`src/rtl/gemm_inst_sequencer.sv`:
```
// gemm_inst_sequencer
//   Holds a host-loaded instruction program and runs it to completion,
//   sequencing the systolic array through WARMUP / STEADY / DRAIN and
//   supplying the SRAM read windows for the top, left and down banks.
//
//   Instruction layout (MSB first): {opcode, buf_id, mem_loc}
//     LD       (0010) : start_addr[buf_id] <= mem_loc[LOG2_SRAM_BANK_DEPTH-1:0]
//     ST       (0011) : end_addr[buf_id]   <= mem_loc[LOG2_SRAM_BANK_DEPTH-1:0]
//     GEMM     (0100) : WARMUP for WARMUP_CYCLES, then STEADY for the top window length
//     DRAINSYS (0101) : DRAIN for DRAIN_CYCLES
//     HALT     (0000) : end of program
//   Any other opcode, or buf_id 3 on LD/ST, sets the sticky error flag and ends the program.
//
// Ports
//   clk, rst_n                      : clock, asynchronous active-low reset
//   i_inst_wr_en/addr/data          : instruction memory write port (ignored while busy)
//   i_start                         : run program from PC 0 (accepted only when idle)
//   o_busy, o_done, o_err, o_pc     : status handshake, sticky error, program counter
//   o_ctrl_state                    : 0 idle, 1 warmup, 2 steady, 3 drain
//   o_{top,left,down}_sram_rd_{start,end}_addr : bank read windows
module gemm_inst_sequencer #(
    parameter int NUM_ROW               = 4,
    parameter int NUM_COL               = 4,
    parameter int LOG2_SRAM_BANK_DEPTH  = 5,
    parameter int CTRL_WIDTH            = 4,
    parameter int INST_WIDTH            = 16,
    parameter int LOG2_INST_MEMORY_SIZE = 4,
    parameter int OPCODE_WIDTH          = 4,
    parameter int BUF_ID_WIDTH          = 2,
    parameter int MEM_LOC_WIDTH         = 10,
    parameter int WARMUP_CYCLES         = 1,
    parameter int DRAIN_CYCLES          = NUM_ROW + NUM_COL
) (
    input  logic                             clk,
    input  logic                             rst_n,
    input  logic                             i_inst_wr_en,
    input  logic [LOG2_INST_MEMORY_SIZE-1:0] i_inst_wr_addr,
    input  logic [INST_WIDTH-1:0]            i_inst_wr_data,
    input  logic                             i_start,
    output logic                             o_busy,
    output logic                             o_done,
    output logic                             o_err,
    output logic [LOG2_INST_MEMORY_SIZE-1:0] o_pc,
    output logic [CTRL_WIDTH-1:0]            o_ctrl_state,
    output logic [LOG2_SRAM_BANK_DEPTH-1:0]  o_top_sram_rd_start_addr,
    output logic [LOG2_SRAM_BANK_DEPTH-1:0]  o_top_sram_rd_end_addr,
    output logic [LOG2_SRAM_BANK_DEPTH-1:0]  o_left_sram_rd_start_addr,
    output logic [LOG2_SRAM_BANK_DEPTH-1:0]  o_left_sram_rd_end_addr,
    output logic [LOG2_SRAM_BANK_DEPTH-1:0]  o_down_sram_rd_start_addr,
    output logic [LOG2_SRAM_BANK_DEPTH-1:0]  o_down_sram_rd_end_addr
);

    localparam int INST_MEMORY_SIZE = 2 ** LOG2_INST_MEMORY_SIZE;
    localparam int NUM_BANKS        = 3;
    localparam int CNT_W            = 16;

    localparam logic [OPCODE_WIDTH-1:0] OP_HALT     = OPCODE_WIDTH'(0);
    localparam logic [OPCODE_WIDTH-1:0] OP_LD       = OPCODE_WIDTH'(2);
    localparam logic [OPCODE_WIDTH-1:0] OP_ST       = OPCODE_WIDTH'(3);
    localparam logic [OPCODE_WIDTH-1:0] OP_GEMM     = OPCODE_WIDTH'(4);
    localparam logic [OPCODE_WIDTH-1:0] OP_DRAINSYS = OPCODE_WIDTH'(5);

    localparam logic [LOG2_INST_MEMORY_SIZE-1:0] PC_LAST = '1;

    typedef enum logic [2:0] {
        S_IDLE,
        S_FETCH,
        S_DECODE,
        S_WARMUP,
        S_STEADY,
        S_DRAIN,
        S_DONE
    } state_t;

    state_t                             state_reg, state_next;
    logic [LOG2_INST_MEMORY_SIZE-1:0]   pc_reg, pc_next;
    logic [CNT_W-1:0]                   cnt_reg, cnt_next;
    logic                               err_reg, err_next;
    logic                               advance;
    logic                               ld_fire, st_fire;

    // ---------------- instruction memory ----------------
    logic [INST_WIDTH-1:0] inst_mem [INST_MEMORY_SIZE];
    logic [INST_WIDTH-1:0] inst_rd_reg;
    logic                  inst_wr_fire;

    assign inst_wr_fire = i_inst_wr_en && (state_reg == S_IDLE);

    // The read address is the PC; data is valid in DECODE, one cycle after FETCH.
    always_ff @(posedge clk) begin
        if (inst_wr_fire) begin
            inst_mem[i_inst_wr_addr] <= i_inst_wr_data;
        end
        inst_rd_reg <= inst_mem[pc_reg];
    end

    logic [OPCODE_WIDTH-1:0]         opcode;
    logic [BUF_ID_WIDTH-1:0]         buf_id;
    logic [LOG2_SRAM_BANK_DEPTH-1:0] loc;

    assign opcode = inst_rd_reg[INST_WIDTH-1 -: OPCODE_WIDTH];
    assign buf_id = inst_rd_reg[MEM_LOC_WIDTH +: BUF_ID_WIDTH];
    assign loc    = inst_rd_reg[LOG2_SRAM_BANK_DEPTH-1:0];

    // ---------------- bank address registers ----------------
    logic [LOG2_SRAM_BANK_DEPTH-1:0] start_addr_reg [NUM_BANKS];
    logic [LOG2_SRAM_BANK_DEPTH-1:0] end_addr_reg   [NUM_BANKS];

    genvar gi;
    generate
        for (gi = 0; gi < NUM_BANKS; gi++) begin : g_bank
            always_ff @(posedge clk or negedge rst_n) begin
                if (!rst_n) begin
                    start_addr_reg[gi] <= '0;
                    end_addr_reg[gi]   <= '0;
                end else begin
                    if (ld_fire && (buf_id == BUF_ID_WIDTH'(gi))) begin
                        start_addr_reg[gi] <= loc;
                    end
                    if (st_fire && (buf_id == BUF_ID_WIDTH'(gi))) begin
                        end_addr_reg[gi] <= loc;
                    end
                end
            end
        end
    endgenerate

    // STEADY runs for (end - start + 1) mod depth cycles, with 0 meaning a
    // full wrap. The counter holds "cycles remaining minus one", so the load
    // value is simply end - start in bank-address arithmetic; the natural
    // wrap of that subtraction covers the full-depth case for free.
    logic [LOG2_SRAM_BANK_DEPTH-1:0] steady_last;
    assign steady_last = end_addr_reg[0] - start_addr_reg[0];

    // ---------------- FSM ----------------
    always_ff @(posedge clk or negedge rst_n) begin
        if (!rst_n) begin
            state_reg <= S_IDLE;
            pc_reg    <= '0;
            cnt_reg   <= '0;
            err_reg   <= 1'b0;
        end else begin
            state_reg <= state_next;
            pc_reg    <= pc_next;
            cnt_reg   <= cnt_next;
            err_reg   <= err_next;
        end
    end

    always_comb begin
        state_next = state_reg;
        pc_next    = pc_reg;
        cnt_next   = cnt_reg;
        err_next   = err_reg;
        advance    = 1'b0;
        ld_fire    = 1'b0;
        st_fire    = 1'b0;

        case (state_reg)
            S_IDLE: begin
                if (i_start) begin
                    state_next = S_FETCH;
                    pc_next    = '0;
                    err_next   = 1'b0;
                end
            end
            S_FETCH: begin
                state_next = S_DECODE;
            end
            S_DECODE: begin
                case (opcode)
                    OP_LD, OP_ST: begin
                        if (buf_id >= BUF_ID_WIDTH'(NUM_BANKS)) begin
                            err_next   = 1'b1;
                            state_next = S_DONE;
                        end else begin
                            ld_fire = (opcode == OP_LD);
                            st_fire = (opcode == OP_ST);
                            advance = 1'b1;
                        end
                    end
                    OP_GEMM: begin
                        state_next = S_WARMUP;
                        cnt_next   = CNT_W'(WARMUP_CYCLES - 1);
                    end
                    OP_DRAINSYS: begin
                        state_next = S_DRAIN;
                        cnt_next   = CNT_W'(DRAIN_CYCLES - 1);
                    end
                    OP_HALT: begin
                        state_next = S_DONE;
                    end
                    default: begin
                        err_next   = 1'b1;
                        state_next = S_DONE;
                    end
                endcase
            end
            S_WARMUP: begin
                if (cnt_reg == '0) begin
                    state_next = S_STEADY;
                    cnt_next   = CNT_W'(steady_last);
                end else begin
                    cnt_next = cnt_reg - 1'b1;
                end
            end
            S_STEADY, S_DRAIN: begin
                if (cnt_reg == '0) begin
                    advance = 1'b1;
                end else begin
                    cnt_next = cnt_reg - 1'b1;
                end
            end
            S_DONE: begin
                state_next = S_IDLE;
            end
            default: begin
                state_next = S_IDLE;
            end
        endcase

        // Completing the last memory slot ends the program; the PC never wraps.
        if (advance) begin
            if (pc_reg == PC_LAST) begin
                state_next = S_DONE;
            end else begin
                pc_next    = pc_reg + 1'b1;
                state_next = S_FETCH;
            end
        end
    end

    // ---------------- outputs ----------------
    always_comb begin
        o_ctrl_state = '0;
        case (state_reg)
            S_WARMUP: o_ctrl_state = CTRL_WIDTH'(1);
            S_STEADY: o_ctrl_state = CTRL_WIDTH'(2);
            S_DRAIN:  o_ctrl_state = CTRL_WIDTH'(3);
            default:  o_ctrl_state = '0;
        endcase
    end

    assign o_busy = (state_reg != S_IDLE);
    assign o_done = (state_reg == S_DONE);
    assign o_err  = err_reg;
    assign o_pc   = pc_reg;

    assign o_top_sram_rd_start_addr  = start_addr_reg[0];
    assign o_top_sram_rd_end_addr    = end_addr_reg[0];
    assign o_left_sram_rd_start_addr = start_addr_reg[1];
    assign o_left_sram_rd_end_addr   = end_addr_reg[1];
    assign o_down_sram_rd_start_addr = start_addr_reg[2];
    assign o_down_sram_rd_end_addr   = end_addr_reg[2];

endmodule

```
`config.mk`:
```
export PLATFORM = sky130hd
export DESIGN_NAME = gemm_inst_sequencer
export DESIGN_NICKNAME = d
export VERILOG_FILES = /design/src/rtl/gemm_inst_sequencer.sv
export SDC_FILE = /design/constraint.sdc
export NUM_CORES = 1
export LEC_CHECK = 0
export CAP_MARGIN = 10
export CORE_ASPECT_RATIO = 0.8
export CORE_MARGIN = 1
export CORE_UTILIZATION = 50
export CTS_CLUSTER_DIAMETER = 50
export DETAILED_ROUTE_END_ITERATION = 8
export DONT_BUFFER_PORTS = 1
export GPL_TIMING_DRIVEN = 0
export PLACE_DENSITY = 0.72
export SLEW_MARGIN = 20
export SYNTH_ARGS = -nofsm -noshare
export SYNTH_HDL_FRONTEND = slang
export SYNTH_SLANG_ARGS = --single-unit
```
`constraint.sdc`:
```
create_clock -name clk -period 3.5 [get_ports clk]
set_input_delay 0.175 -clock clk [delete_from_list [all_inputs] [get_ports clk]]
set_output_delay 0.175 -clock clk [all_outputs]
set_load 0.01 [all_outputs]
```
==> impl_results.md <==
* Top cell family by delay on the critical path: simple AND/OR/NAND/NOR gates
* WL per Instance at 24.3 um
* VDD IR-drop max at 0.478 mV
* Layer with the highest usage: met2
* Post-Synth XOR/XNOR Area at between 1 and 1.5%
* Initial antenna violation count at 0
* Setup ws final at about 270 ps
* Largest register FFs at between 150 and 200
* Remaining DRCs at 0
* Hold violation total from the final report at 0
* Multi-input gate area at 0.00292 sq mm
* WP buf/inv at 3
* Crit-path cells: clkbuf_1 > nor3_2 > inv_1 > or4b_1 > nor3_2 > buf_6
* Total grt overflow at 0
* Max-cap viol count at 0
* Synth Warn # at 0
* TritonCTS clock tree: yes
* Area share of the largest cell type after synthesis at 53.4%
* Clk sink count at around 240
* Port Buffer Count at 0
* Leakage power total at 3.85 nW
* Seq/Total Area, Yosys at 69.3%
* Period minus WS final at 3230 ps
* Most common cell on crit path: nor3_2
* Clock latency at the later pin of the worst-skew pair at roughly 520 ps
* Clk slew on worst S/H paths at roughly 60 ps
* Fin. max-slew vios at 0
* Worst-margin pin slew at 1060 ps
* Post-synthesis cell count at about 570
* Synthesized area at 0.00989 sq mm
* Critical path's largest stage delay at around 720 ps
* Initial drt markers at about 570
* Share of layout cells above drive strength 1 at approximately 24%
* Synth area leaders: edfxtp_1 53%, dfrtp_1 14%, mux4_2 13%
* Met2 Use GR at between 30% and 40%
* Post-Route WL at 21.7 mm
* Critical Path RT at between 3000 and 4000 ps
* Critical Path Fanout Max at 10
* DRT Pass-1 Iters at 6
* Met1 usage in global routing at 32.6%
* Register area at a little under 0.007 sq mm
* Number of synthesized flops with an enable pin at around 180
* Total CTS buffers at 24
* DR vias/cell at around 6.1
* Max Root-Sink Buffers at 3
* Hold_ws at approximately 210 ps
* Global Route Usage Sum at roughly 22%
* P&R area growth vs syn at 14.2%
* F_max at approximately 310 MHz
* Post-route ant nets at 0
* Slowest cell on the critical path: or4b_1
* Largest family of logic cells by synthesized area: multiplexers
* Post-route core utilization at roughly three fifths
* Main flop type after synthesis: edfxtp_1
* Post-Synth Simple-Gate Area at 7.02%
* Initial Util at approximately half
* Post-Synth Adder-Cell Area at under 10%
* Die ar. at 0.0204 sq mm
* Kind of critical path: flop to flop
* Period utilisation layout at just over 90%
* Post-synthesis mux area share at approximately 16%
* Antenna cells at 0
* WP depth at 6
* Most frequent cells in the layout: 176 x edfxtp_1, 55 x mux4_2, 54 x dfrtp_1
* Die H at between 100 and 150 um
* Compound-Gate Fraction of Synth Area at under 10%
* Commonest non-fill, non-tap cell in the layout: edfxtp_1
* Fin Clk Skew at 14.2 ps
* Worst hold path class: input port to flop
* Met3 GRT Util at under 10%
* Post-synth top area cell: edfxtp_1
* Avg Inst Size Synth at 17.3 sq um
* Worst Setup Slack post-DPL at 73.8 ps
* Core Region at about 0.019 sq mm
* Distinct cells, synth at between 50 and 60
* Via count at between 5000 and 6000
* First-pass GRT wire length at 32.9 mm
* FF+latch count, synth at ~240
* Vias in the first global route at approximately 5500
* IO Count at 65
* RSZ-0062 raised after global routing: false
* Worst hold path depth at 2
* Dpl hpwl at ~14 mm
* CP Launch Type: flop
* Fillers at 1388
* Die width at between 150 and 200 um
* FFs w/ async S/R, synth at 22.4%
* # rows at 45
* Final net count at 652
* Status: completed
* RePlAce Congestion at 0.886
* CP Capture Type: flop
* H-Tree Depth at 1
* Max_slew headroom at between 20% and 30%
* Clk root buf: clkbuf_16
* Reg2Reg Depth at 6
* Largest net degree at the start of global routing at 55
* WP data arrival at ~3500 ps
* PD cells at about 750 mW/mm^2
* Setup-failing EPs final at 0
==> area by class of cell <==
cell class              instances  share of cell area, %
flip-flops and latches        241                   60.7
multi-input cells             292                   25.8
well taps                     258                   2.86
repair buffers                 20                   1.97
plain buffers                  25                   1.06
clock buffers                  28                   5.54
inverters                      16                  0.532
clock inverters                16                   1.51
==> cell usage after synthesis, types with 3 or more instances <==
library cell / number
o21ai_0: 22
nand4_1: 4
nor3b_1: 3
clkbuf_1: 15
xnor2_1: 10
nand2b_1: 7
xor2_1: 3
buf_1: 4
dfrtp_1: 54
mux2_2: 20
ha_1: 7
mux4_2: 55
nor3_1: 14
dfxtp_1: 11
nand3_1: 8
mux2_4: 5
a31oi_1: 5
edfxtp_1: 176
nor4_1: 6
or3_1: 4
nor2_1: 40
mux2i_1: 4
a21oi_1: 18
nand2_1: 18
inv_1: 15
==> power breakdown <==
part | leakage, nW | internal, mW | switching [mW]
combinational | 1.07 | 0.960 | 1.18
sequential | 2.40 | 3.38 | 0.396
clock | 0.378 | 1.51 | 1.05
total | 3.85 | 5.85 | 2.62
==> final timing paths <==
check	start	end	slack (ps)
worst max-delay path	state_reg[0]$_DFFE_PN0P_	inst_mem[0][15]$_DFFE_PP_	270
worst min-delay path	i_inst_wr_addr[1]	inst_mem[3][10]$_DFFE_PP_	210
worst max register to register	state_reg[0]$_DFFE_PN0P_	inst_mem[0][15]$_DFFE_PP_	270
worst min register to register	inst_rd_reg[3]$_DFF_P_	o_top_sram_rd_start_addr[3]$_DFFE_PN0P_	540
max in group asynchronous	rst_n	cnt_reg[13]$_DFFE_PN0P_	3050
min in group asynchronous	rst_n	o_top_sram_rd_end_addr[2]$_DFFE_PN0P_	220
==> timing repair <==
action                                 CTS  global route
hold buffers                            16             0
setup buffers                            0             0
endpoints found under the hold margin  251             0
gates resized for setup                  0             2
setup endpoints to repair                0            40
==> metal layers <==
layer,share of wire (%),wire [um]
met1,44,9530
met2,45,9760
met3,8.7,1880
met4,2.6,556
met5,0,0
==> stage by stage <==
| step | std cells | cell area [sq um] | TNS, ps | power (mW) |
|---|---|---|---|---|
| after floorplan | 574 | 9900 | 0 | 5.30 |
| after global placement | 832 | 10200 | -19950 | 5.82 |
| after detailed placement | 836 | 10300 | 0 | 5.89 |
| after CTS | 896 | 11300 | 0 | 8.50 |
| after global routing | 896 | 11300 | 0 | 8.85 |
| final | 896 | 11300 | 0 | 8.47 |
==> cells by family after synthesis <==
group,after synthesis
xor+xnor,13
mux,84
fa+ha+maj,8
flops,241
other cells,1
compound gates,60
simple gates,125
buf+inv,41
Power figures use the tool's default switching activity.
